**config.mk**
```make
export PLATFORM = sky130hd
export DESIGN_NAME = tank_cmd_sched_flat
export DESIGN_NICKNAME = d
export VERILOG_FILES = /design/src/rtl/tank_cmd_pkg.sv /design/src/rtl/tank_cmd_sched_if.sv /design/src/rtl/cmd_fifo.sv /design/src/rtl/tank_cmd_sched.sv /design/src/flat_wrapper.sv
export SDC_FILE = /design/constraint.sdc
export NUM_CORES = 1
export LEC_CHECK = 0
export ABC_AREA = 1
export ABC_CLOCK_PERIOD_IN_PS = 2100
export CAP_MARGIN = 20
export CORE_MARGIN = 4
export CORE_UTILIZATION = 55
export DETAILED_ROUTE_END_ITERATION = 10
export PLACE_DENSITY = 0.77
export SYNTH_ARGS = -nofsm -noshare
export SYNTH_HDL_FRONTEND = slang
export SYNTH_SLANG_ARGS = --single-unit
```
**constraint.sdc**
```tcl
create_clock -name clk -period 2.1 [get_ports clk]
set_input_delay 0.42 -clock clk [delete_from_list [all_inputs] [get_ports clk]]
set_output_delay 0.42 -clock clk [all_outputs]
set_load 0.1 [all_outputs]
```
**src/rtl/tank_cmd_pkg.sv**
```systemverilog
// Shared command codes and repeat-FSM states for the tank command path.
// The game engine decoder uses the same definitions.
package tank_cmd_pkg;

    localparam logic [2:0] CmdUp    = 3'd0;
    localparam logic [2:0] CmdDown  = 3'd1;
    localparam logic [2:0] CmdLeft  = 3'd2;
    localparam logic [2:0] CmdRight = 3'd3;
    localparam logic [2:0] CmdFire  = 3'd4;

    typedef enum logic [1:0] {
        StIdle,
        StHold,
        StRepeat
    } rep_state_e;

    // Lowest set bit wins when several press pulses coincide.
    function automatic logic [1:0] first_dir(input logic [3:0] pulse);
        if (pulse[0]) begin
            return 2'd0;
        end else if (pulse[1]) begin
            return 2'd1;
        end else if (pulse[2]) begin
            return 2'd2;
        end else begin
            return 2'd3;
        end
    endfunction

endpackage

```
**src/rtl/tank_cmd_sched_if.sv**
```systemverilog
// Command stream handshake between the scheduler (master) and the game engine (slave).
interface tank_cmd_sched_if;

    logic       cmd_valid;
    logic       cmd_ready;
    logic [2:0] cmd_code;

    modport master (
        output cmd_valid,
        output cmd_code,
        input  cmd_ready
    );

    modport slave (
        input  cmd_valid,
        input  cmd_code,
        output cmd_ready
    );

endinterface

```
**src/rtl/cmd_fifo.sv**
```systemverilog
// Small synchronous command FIFO; a push on a full FIFO is accepted when a pop
// happens in the same cycle. Read data reads as zero while empty.
module cmd_fifo #(
    parameter int unsigned DEPTH = 4
) (
    input  logic                     clk,
    input  logic                     rst_n,
    input  logic                     push,
    input  logic [2:0]               push_data,
    input  logic                     pop,
    output logic [2:0]               pop_data,
    output logic                     full,
    output logic                     empty,
    output logic [$clog2(DEPTH):0]   count
);

    localparam int unsigned PtrW = $clog2(DEPTH);

    logic [2:0]      mem_q [DEPTH];
    logic [PtrW-1:0] wr_q, wr_d;
    logic [PtrW-1:0] rd_q, rd_d;
    logic [PtrW:0]   count_q, count_d;
    logic            do_push;
    logic            do_pop;

    assign empty    = (count_q == '0);
    assign full     = (count_q == (PtrW+1)'(DEPTH));
    assign count    = count_q;
    assign pop_data = empty ? 3'd0 : mem_q[rd_q];

    assign do_pop  = pop && !empty;
    assign do_push = push && (!full || do_pop);

    always_comb begin
        wr_d    = wr_q;
        rd_d    = rd_q;
        count_d = count_q;
        if (do_push) begin
            wr_d = wr_q + 1'b1;
        end
        if (do_pop) begin
            rd_d = rd_q + 1'b1;
        end
        case ({do_push, do_pop})
            2'b10:   count_d = count_q + 1'b1;
            2'b01:   count_d = count_q - 1'b1;
            default: count_d = count_q;
        endcase
    end

    always_ff @(posedge clk or negedge rst_n) begin
        if (!rst_n) begin
            wr_q    <= '0;
            rd_q    <= '0;
            count_q <= '0;
        end else begin
            wr_q    <= wr_d;
            rd_q    <= rd_d;
            count_q <= count_d;
        end
    end

    // Storage needs no reset: occupancy alone decides what is visible.
    always_ff @(posedge clk) begin
        if (do_push) begin
            mem_q[wr_q] <= push_data;
        end
    end

endmodule

```
**src/rtl/tank_cmd_sched.sv**
```systemverilog
// Turns debounced direction/fire inputs into a buffered stream of game commands,
// with direction auto-repeat, fire cooldown and a one-entry collision buffer.
module tank_cmd_sched
    import tank_cmd_pkg::*;
#(
    parameter int unsigned REPEAT_DELAY  = 25_000_000,
    parameter int unsigned REPEAT_RATE   = 10_000_000,
    parameter int unsigned FIRE_COOLDOWN = 50_000_000,
    parameter int unsigned FIFO_DEPTH    = 4
) (
    input  logic                          clk,
    input  logic                          RSTN,
    input  logic [3:0]                    dir_level,
    input  logic [3:0]                    dir_pulse,
    input  logic                          fire_pulse,
    input  logic                          pause,
    tank_cmd_sched_if.master              cmd,
    output logic [$clog2(FIFO_DEPTH):0]   fifo_count,
    output logic                          overflow,
    output logic                          fire_blocked
);

    localparam int unsigned MaxCnt = (REPEAT_DELAY > REPEAT_RATE) ? REPEAT_DELAY : REPEAT_RATE;
    localparam int unsigned RcntW  = $clog2(MaxCnt);
    localparam int unsigned CoolW  = $clog2(FIRE_COOLDOWN + 1);

    rep_state_e       state_q, state_d;
    logic [1:0]       trk_q, trk_d;
    logic [RcntW-1:0] rcnt_q, rcnt_d;
    logic [CoolW-1:0] cool_q, cool_d;
    logic             pend_valid_q, pend_valid_d;
    logic [2:0]       pend_code_q, pend_code_d;
    logic             overflow_q, overflow_d;

    logic             dir_ev;
    logic [2:0]       dir_code;
    logic             fire_ev;
    logic             push;
    logic [2:0]       push_code;
    logic             pop;
    logic             fifo_full;
    logic             fifo_empty;
    logic [2:0]       head_code;

    // Repeat FSM: press pulses always retarget; release drops back to idle.
    always_comb begin
        state_d  = state_q;
        trk_d    = trk_q;
        rcnt_d   = rcnt_q;
        dir_ev   = 1'b0;
        dir_code = {1'b0, trk_q};
        if (pause) begin
            state_d = StIdle;
            rcnt_d  = '0;
        end else if (|dir_pulse) begin
            dir_ev   = 1'b1;
            dir_code = {1'b0, first_dir(dir_pulse)};
            trk_d    = first_dir(dir_pulse);
            state_d  = StHold;
            rcnt_d   = '0;
        end else if (state_q != StIdle && !dir_level[trk_q]) begin
            state_d = StIdle;
            rcnt_d  = '0;
        end else begin
            case (state_q)
                StHold: begin
                    if (rcnt_q == RcntW'(REPEAT_DELAY - 1)) begin
                        dir_ev  = 1'b1;
                        state_d = StRepeat;
                        rcnt_d  = '0;
                    end else begin
                        rcnt_d = rcnt_q + 1'b1;
                    end
                end
                StRepeat: begin
                    if (rcnt_q == RcntW'(REPEAT_RATE - 1)) begin
                        dir_ev = 1'b1;
                        rcnt_d = '0;
                    end else begin
                        rcnt_d = rcnt_q + 1'b1;
                    end
                end
                default: begin
                    rcnt_d = '0;
                end
            endcase
        end
    end

    // Cooldown keeps running through pause; the load happens even if the FIFO drops the write.
    always_comb begin
        fire_ev = fire_pulse && !pause && (cool_q == '0);
        if (fire_ev) begin
            cool_d = CoolW'(FIRE_COOLDOWN);
        end else if (cool_q != '0) begin
            cool_d = cool_q - 1'b1;
        end else begin
            cool_d = cool_q;
        end
    end

    // One FIFO write per cycle: FIRE, then pending, then a fresh direction event.
    always_comb begin
        push         = 1'b0;
        push_code    = CmdUp;
        pend_valid_d = pend_valid_q;
        pend_code_d  = pend_code_q;
        if (pause) begin
            pend_valid_d = 1'b0;
        end else if (fire_ev) begin
            push      = 1'b1;
            push_code = CmdFire;
            if (dir_ev) begin
                pend_valid_d = 1'b1;
                pend_code_d  = dir_code;
            end
        end else if (pend_valid_q) begin
            push         = 1'b1;
            push_code    = pend_code_q;
            pend_valid_d = dir_ev;
            if (dir_ev) begin
                pend_code_d = dir_code;
            end
        end else if (dir_ev) begin
            push      = 1'b1;
            push_code = dir_code;
        end
    end

    assign cmd.cmd_valid = !fifo_empty && !pause;
    assign cmd.cmd_code  = head_code;
    assign pop           = cmd.cmd_valid && cmd.cmd_ready;
    assign overflow_d    = overflow_q || (push && fifo_full && !pop);
    assign overflow      = overflow_q;
    assign fire_blocked  = (cool_q != '0);

    always_ff @(posedge clk or negedge RSTN) begin
        if (!RSTN) begin
            state_q      <= StIdle;
            trk_q        <= 2'd0;
            rcnt_q       <= '0;
            cool_q       <= '0;
            pend_valid_q <= 1'b0;
            pend_code_q  <= 3'd0;
            overflow_q   <= 1'b0;
        end else begin
            state_q      <= state_d;
            trk_q        <= trk_d;
            rcnt_q       <= rcnt_d;
            cool_q       <= cool_d;
            pend_valid_q <= pend_valid_d;
            pend_code_q  <= pend_code_d;
            overflow_q   <= overflow_d;
        end
    end

    cmd_fifo #(
        .DEPTH (FIFO_DEPTH)
    ) u_fifo (
        .clk       (clk),
        .rst_n     (RSTN),
        .push      (push),
        .push_data (push_code),
        .pop       (pop),
        .pop_data  (head_code),
        .full      (fifo_full),
        .empty     (fifo_empty),
        .count     (fifo_count)
    );

endmodule

```
**src/flat_wrapper.sv**
```systemverilog
// flat-port wrapper written by rule: the top's interface ports become plain ports
module tank_cmd_sched_flat import tank_cmd_pkg::*;
#(
    parameter int unsigned REPEAT_DELAY  = 25_000_000,
    parameter int unsigned REPEAT_RATE   = 10_000_000,
    parameter int unsigned FIRE_COOLDOWN = 50_000_000,
    parameter int unsigned FIFO_DEPTH    = 4
)
  (clk, RSTN, dir_level, dir_pulse, fire_pulse, pause, fifo_count, overflow, fire_blocked, cmd_cmd_valid, cmd_cmd_code, cmd_cmd_ready);
  tank_cmd_sched_if cmd_i ();
  input  logic clk;
  input  logic RSTN;
  input  logic [3:0] dir_level;
  input  logic [3:0] dir_pulse;
  input  logic fire_pulse;
  input  logic pause;
  output logic [$clog2(FIFO_DEPTH):0] fifo_count;
  output logic overflow;
  output logic fire_blocked;
  output wire logic [$bits(cmd_i.cmd_valid)-1:0] cmd_cmd_valid;
  output wire logic [$bits(cmd_i.cmd_code)-1:0] cmd_cmd_code;
  input wire logic [$bits(cmd_i.cmd_ready)-1:0] cmd_cmd_ready;
  assign cmd_cmd_valid = cmd_i.cmd_valid;
  assign cmd_cmd_code = cmd_i.cmd_code;
  assign cmd_i.cmd_ready = cmd_cmd_ready;
  tank_cmd_sched #(.REPEAT_DELAY(REPEAT_DELAY), .REPEAT_RATE(REPEAT_RATE), .FIRE_COOLDOWN(FIRE_COOLDOWN), .FIFO_DEPTH(FIFO_DEPTH)) u_core (.clk(clk), .RSTN(RSTN), .dir_level(dir_level), .dir_pulse(dir_pulse), .fire_pulse(fire_pulse), .pause(pause), .cmd(cmd_i), .fifo_count(fifo_count), .overflow(overflow), .fire_blocked(fire_blocked));
endmodule
```
; ---- Word level (Yosys, flattened, before mapping)
; Memory sizes are Yosys's and may differ from the RTL's.
; Index checks and enable logic that the tools add are counted.
[totals]
ff_bits = 67
ramBits = 12
output_inout_bits = 9
n_memories = 1
[mem_list]
columns = name, words, word_bits, read_ports, rd_ports_with_merged_regs, wr, line_no
row1 = u_core.u_fifo.mem_q, 4, 3, 1, 0, 1, cmd_fifo.sv:19  ; logic [2:0] mem_q [DEPTH];
[classes]
add_sub_neg = 6
order_cmp = 1
n_eq_ne = 8
muxes = 44
bitwise = 1
n_reduce_logical = 29
[op_table]
columns = cell, count
row1 = $mux 25, 5
row2 = $mux 26, 2
row3 = $pmux 25 s2, 1
row4 = $logic_not 26->1, 1
row5 = $reduce_bool 26->1, 1
row6 = $sub 26x1->26 const B, 1
row7 = $add 25x1->25 const B, 1
row8 = $eq 25x24->1 const B, 1
row9 = $eq 25x25->1 const B, 1
row10 = $mux 3, 7
row11 = $mux 2, 9
row12 = $mux 1, 17
row13 = $logic_and 1x1->1, 9
row14 = $reduce_bool 2->1, 4
row15 = $reduce_bool 4->1, 2
row16 = $pmux 3 s2, 1
row17 = $reduce_and 2->1, 3
row18 = $logic_not 1->1, 5
row19 = $add 2x1->2 const B, 2
row20 = $eq 2x1->1 const B, 2
row21 = $eq 2x2->1 const B, 2
row22 = $reduce_or 4->1, 1
row23 = $add 3x1->3 const B, 1
row24 = $eq 3x3->1 const B, 1
row25 = other kinds (8), 9

; ---- Longest topological paths before layout
[logic_depth]
word_depth = 14
ltp_mapped = 16

; ---- Hierarchy
; From an unflattened synthesis, not the netlist that was laid out.
[unflattened]
hier_cells = 576
area_unflattened_um2 = 4583.1
[modules_own_cells]
columns = mod, n_inst, cells_each, area_each_um2, seq_area_each_um2
row1 = tank_cmd_sched, 1, 469, 3603.5, 1476.4
row2 = cmd_fifo, 1, 107, 979.7, 535.5

; ---- Worst setup path after synthesis
; No wires, ideal clock.
[synth_path]
kind = flip-flop to flip-flop
start = register u_core.u_fifo.count_q[0] (netlist: u_core.u_fifo.count[0])
end = register u_core.u_fifo.count_q[1] (netlist: u_core.u_fifo.count[1])
setup_time_ps = 121
arrival_time_ps = 3832
slack_ps = -1853
path_stages_with_launch = 12
path_buffers = 0
period_less_slack_ps = 3953
path_cell_list = dfrtp_1 > nor2_1 > nand2_1 > inv_1 > nor2_1 > nand2_1 > inv_1 > nand3_2 > inv_1 > fa_1 > nand2_1 > nand2_1
[synth_via]
elab_chain_cells = 9
word_cells_on_any_way = 15
classes_between = 2 x add/sub / 3 x eq/ne / 1 x mux / 9 x reduce/logical
[synth_rtl]
columns = item, line_no
row1 = "start, declared", cmd_fifo.sv:22  ; logic [PtrW:0] count_q, count_d;
row2 = "start signal, assigned", cmd_fifo.sv:59  ; count_q <= count_d;
row3 = $logic_not 3->1 *, cmd_fifo.sv:26  ; assign empty = (count_q == '0);
row4 = $logic_not 1->1 *, tank_cmd_sched.sv:130  ; assign cmd.cmd_valid = !fifo_empty && !pause;
row5 = $logic_and 1x1->1 *, tank_cmd_sched.sv:130
row6 = net cmd_cmd_valid, flat_wrapper.sv:20  ; output wire logic [$bits(cmd_i.cmd_valid)-1:0] cmd_cmd_valid;
row7 = $logic_and 1x1->1 *, tank_cmd_sched.sv:132  ; assign pop = cmd.cmd_valid && cmd.cmd_ready;
row8 = $logic_and 1x1->1 *, cmd_fifo.sv:31  ; assign do_pop = pop && !empty;
row9 = $logic_or 1x1->1, cmd_fifo.sv:32  ; assign do_push = push && (!full || do_pop);
row10 = $logic_and 1x1->1, cmd_fifo.sv:32
row11 = $eq 2x1->1 / $eq 2x2->1 (equally long branches), cmd_fifo.sv:44  ; case ({do_push, do_pop})
row12 = $pmux 3 s2 *, cmd_fifo.sv:44
row13 = net u_core.u_fifo.count_d[1], cmd_fifo.sv:22
; The timed path passes the listed nets; every way through them passes the cells marked *.
; A chain may end at the register's enable or synchronous reset.

; ---- Worst setup path after layout
[layout_path]
start = register u_core.cool_q[1]
end = output port fire_blocked
[layout_via]
elab_chain_cells = 1
[layout_rtl]
columns = item, line_no
row1 = "start, declared", tank_cmd_sched.sv:30  ; logic [CoolW-1:0] cool_q, cool_d;
row2 = "start signal, assigned", tank_cmd_sched.sv:150  ; cool_q <= cool_d;
row3 = $reduce_bool 26->1, tank_cmd_sched.sv:135  ; assign fire_blocked = (cool_q != '0);
row4 = "end, declared", flat_wrapper.sv:19  ; output logic fire_blocked;
; No other way between the ends.

==> impl_metrics.py <==
metrics = {
    "power_and_ir_drop": {
        "p_per_area_nw_per_um2": 798,
        "ir_drop_mv": 0.419,
        "p_leak_nw": 2.90,
    },
    "routing": {
        "drt-vias-per-instance": 5.30,
        "ant_nets": 0,
        "finalWirelength_um": 11200,
        "drt_pass1_iterations": 6,
        "drt_iter0_drc": 316,
        "drcViolationCount": 0,
        "routedWlPerCell_um": 14.1,
        "vias": 4215,
    },
    "critical_path": {
        "reg2reg_from": "u_core.rcnt_q[1]$_DFF_PN0_",
        "max_stage_delay_ns": 0.39,
        "rr_endpoint": "u_core.u_fifo.count[2]$_DFFE_PN0P_",
        "regToRegSetupSlack_ns": -0.12,
        "worstSetupStartpoint": "u_core.cool_q[1]$_DFFE_PN0P_",
        "critPathCaptureType": "output pin",
        "crit_path_cell_trace": "inv_2, ha_4, nand3_4, inv_4, nand2_4, buf_6, nor2_4, nand3_2, nor2_4, nand2_4, buf_12",
        "cp-start-kind": "register",
        "path_class": "register to output pin",
        "cp.arrival_ns": 1.88,
        "rr_worst_depth": 13,
        "worstSetupEndpoint": "fire_blocked",
        "required_ns": 1.68,
        "slowest_stage": "dfrtp_1",
        "crit_fanout": 2,
    },
    "floorplanning": {
        "start_util": 0.571,
        "dieArea_um2": 9610,
        "die_h_um": 98.0,
        "dieWidth_um": 98.0,
        "fp.coreArea_um2": 7810,
        "pin_count": 22,
        "rows": 32,
    },
    "synth": {
        "synthAdderAreaFrac": 0.0298,
        "yosysWarnings": 0,
        "avgSynthCellArea_um2": 7.93,
        "synth_top_family_by_area": "simple AND/OR/NAND/NOR gates",
        "syn-num-nets": 585,
        "synth-simple-area-share": 0.316,
        "yosysUniqueCellTypes": 41,
        "synth-xor-area-share": 0.0314,
        "synth-seq-area-share": 0.451,
        "muxShareOfSynthArea": 0.00225,
        "synth_cells": 562,
        "ys_ff_latch": 78,
        "syn_area_um2": 4460,
        "synth-compound-area-share": 0.0797,
    },
    "run": {
        "cap_viol_max_count": 0,
    },
    "sta": {
        "setup_violations": 2,
        "fmax_mhz": 436,
        "layout_worst_path_cycle_share": 1.09,
        "rsz0062_at_grt": "true",
        "setup_ws_ns": -0.196,
        "clock_skew_ns": 0.00980,
        "tightest_slew_ns": 0.664,
        "finalHoldViolCount": 0,
        "slew_headroom": 0.557,
        "setup_tns_ns": -0.319,
        "fin_crit_ns": 2.30,
        "drv_slew": 0,
    },
    "finish": {
        "antenna_cells": 0,
        "nets": 711,
        "drive_above_1_share": 0.309,
        "syn2layout_area_growth_pct": 35.1,
    },
    "cts": {
        "root_buffer": "clkbuf_8",
        "clk_path_buf_depth": 2,
        "cts_made_buffers": 9,
        "clk_pin_slew_ns": 0.08,
        "cts_tree": "yes",
        "hold_buffers": 0,
        "clock-sinks": 78,
        "ctsHtreeMaxLevel": 3,
        "clock_latency_ns": 0.37,
    },
    "grt": {
        "overflow": 0,
        "grt_use_total": 0.235,
        "grt_max_degree": 67,
        "grt_pass1_vias": 4150,
        "antenna_found_initial": 0,
        "grt_pass1_wl_um": 18400,
    },
    "run_status": {
        "status": "finished, violations left",
        "violations": "negative setup slack",
    },
    "place": {
        "hpwl_um": 7870,
        "gp_congestion": 0.893,
        "portBuffers": 21,
        "dp_slack_ns": -0.441,
    },
    "min_path": {
        "hp-class": "input pin to async pin",
    },
}
-- critical path, delay by kind of cell (launching register included) --
family	cells	cell delay [ns]
fa+ha+maj	1	0.14
buf+inv	4	0.44
flops	1	0.39
simple gates	6	0.56
-- through the flow --
stage | power (W) | cells | util | cell area, µm² | hold slack (ns)
floorplan | 0.00302 | 562 | - | 4540 | 0.124
global placement | 0.00353 | 760 | 0.706 | 5510 | 0.447
detailed placement | 0.00359 | 760 | 0.706 | 5510 | 0.447
CTS | 0.00482 | 784 | 0.749 | 5850 | 0.0670
global route | 0.00503 | 795 | 0.771 | 6020 | 0.0783
finish | 0.00480 | 795 | 0.771 | 6020 | 0.0486
-- power breakdown --
group | leakage [nW] | switching, W | internal, W | total (W)
Clock | 0.104 | 0.000576 | 0.000661 | 0.00124
Combinational | 1.86 | 0.00120 | 0.000556 | 0.00175
Sequential | 0.937 | 0.000128 | 0.00169 | 0.00181
Total | 2.90 | 0.00190 | 0.00290 | 0.00480
-- timing repair --
item                       in CTS  in global routing
pin swaps                       7                 13
gates resized for setup        13                 25
setup buffers                   8                 11
cloned                          0                  0
setup endpoints to repair       4                 35
-- worst min path at each step --
| stage | from | endpoint | slack (ns) | depth (start not counted) |
|---|---|---|---|---|
| after floorplan | RSTN | u_core.cool_q[0]$_DFFE_PN0P_ | 0.12 | 0 |
| after global placement | u_core.overflow$_DFF_PN0_ | u_core.overflow$_DFF_PN0_ | 0.45 | 1 |
| after detailed placement | u_core.overflow$_DFF_PN0_ | u_core.overflow$_DFF_PN0_ | 0.45 | 1 |
| after CTS | RSTN | u_core.rcnt_q[19]$_DFF_PN0_ | 0.07 | 2 |
| after global routing | RSTN | u_core.rcnt_q[19]$_DFF_PN0_ | 0.08 | 2 |
| final | RSTN | u_core.rcnt_q[19]$_DFF_PN0_ | 0.05 | 2 |
-- cell usage after synthesis, drive strengths merged --
| master | n | area share |
|---|---|---|
| nand2 | 114 | 0.10 |
| inv | 102 | 0.086 |
| nor2 | 95 | 0.091 |
| dfrtp | 66 | 0.37 |
| nand3 | 40 | 0.057 |
| o21ai | 23 | 0.026 |
| a21oi | 22 | 0.025 |
| nor3 | 15 | 0.022 |
| xor2 | 14 | 0.028 |
| edfxtp | 12 | 0.081 |
| nand4 | 11 | 0.019 |
| ha | 9 | 0.025 |
| a31oi | 4 | 0.0056 |
| nor4 | 4 | 0.0056 |
| or2 | 4 | 0.0056 |
| nand3b | 3 | 0.0051 |
| nor3b | 3 | 0.0051 |
| o22ai | 3 | 0.0042 |
| a211oi | 2 | 0.0034 |
| a21o | 2 | 0.0034 |
| buf | 2 | 0.0034 |
| o31ai | 2 | 0.0034 |
| xnor2 | 2 | 0.0039 |
| a211o | 1 | 0.0020 |
| a22o | 1 | 0.0020 |
| a41oi | 1 | 0.0020 |
| and3 | 1 | 0.0025 |
| fa | 1 | 0.0045 |
| mux2i | 1 | 0.0022 |
| o211ai | 1 | 0.0017 |
| o21a | 1 | 0.0017 |
-- placed cells by master (no fill, tap or decap), drive strengths merged, types with 3 or more instances in the layout --
cell type,instances
nor3b,3
buf,106
nand4,11
edfxtp,12
ha,9
nand2,114
o22ai,3
xor2,14
inv,102
clkinv,4
a31oi,4
dfrtp,66
nand3,40
nand3b,3
nor4,4
or2,4
nor3,15
clkdlybuf4s50,11
nor2,95
o21ai,23
a21oi,22
clkbuf,9
-- registers in the layout (all words and copies together), names as in the netlist --
register             cells
u_core.pend_valid_q      1
u_core.trk_q             2
u_core.rcnt_q           25
u_core.cool_q           26
u_core.u_fifo.wr_q       2
u_core.u_fifo.rd_q       2
u_core.state_q           2
u_core.u_fifo.count      3
u_core.overflow          1
u_core.u_fifo.mem_q     12
u_core.pend_code_q       2
-- layer usage --
layer / vias to the layer above / track usage / share of wire
met4: 0 / 0.118 / 0.041
met3: 47 / 0.0429 / 0.046
met5: - / 0 / 0
met2: 140 / 0.398 / 0.49
li1: 2049 / - / -
met1: 1979 / 0.288 / 0.43
-- logic make-up after synthesis --
logic type	after synthesis
AO/OA/AOI/OAI	63
buffers and inverters	104
multiplexers	1
AND/OR/NAND/NOR	290
adder cells (fa/ha/maj)	10
flip-flops	78
XOR/XNOR	16
-- layout make-up --
type | instances | area (µm²)
clock buffer | 9 | 124
sequential | 78 | 2020
timing repair buffer | 117 | 1010
inverter | 102 | 385
tap | 102 | 128
clock inverter | 7 | 88.8
fill | 501 | 1790
multi-input combinational | 380 | 2260
(Power assumes the default switching activity.)
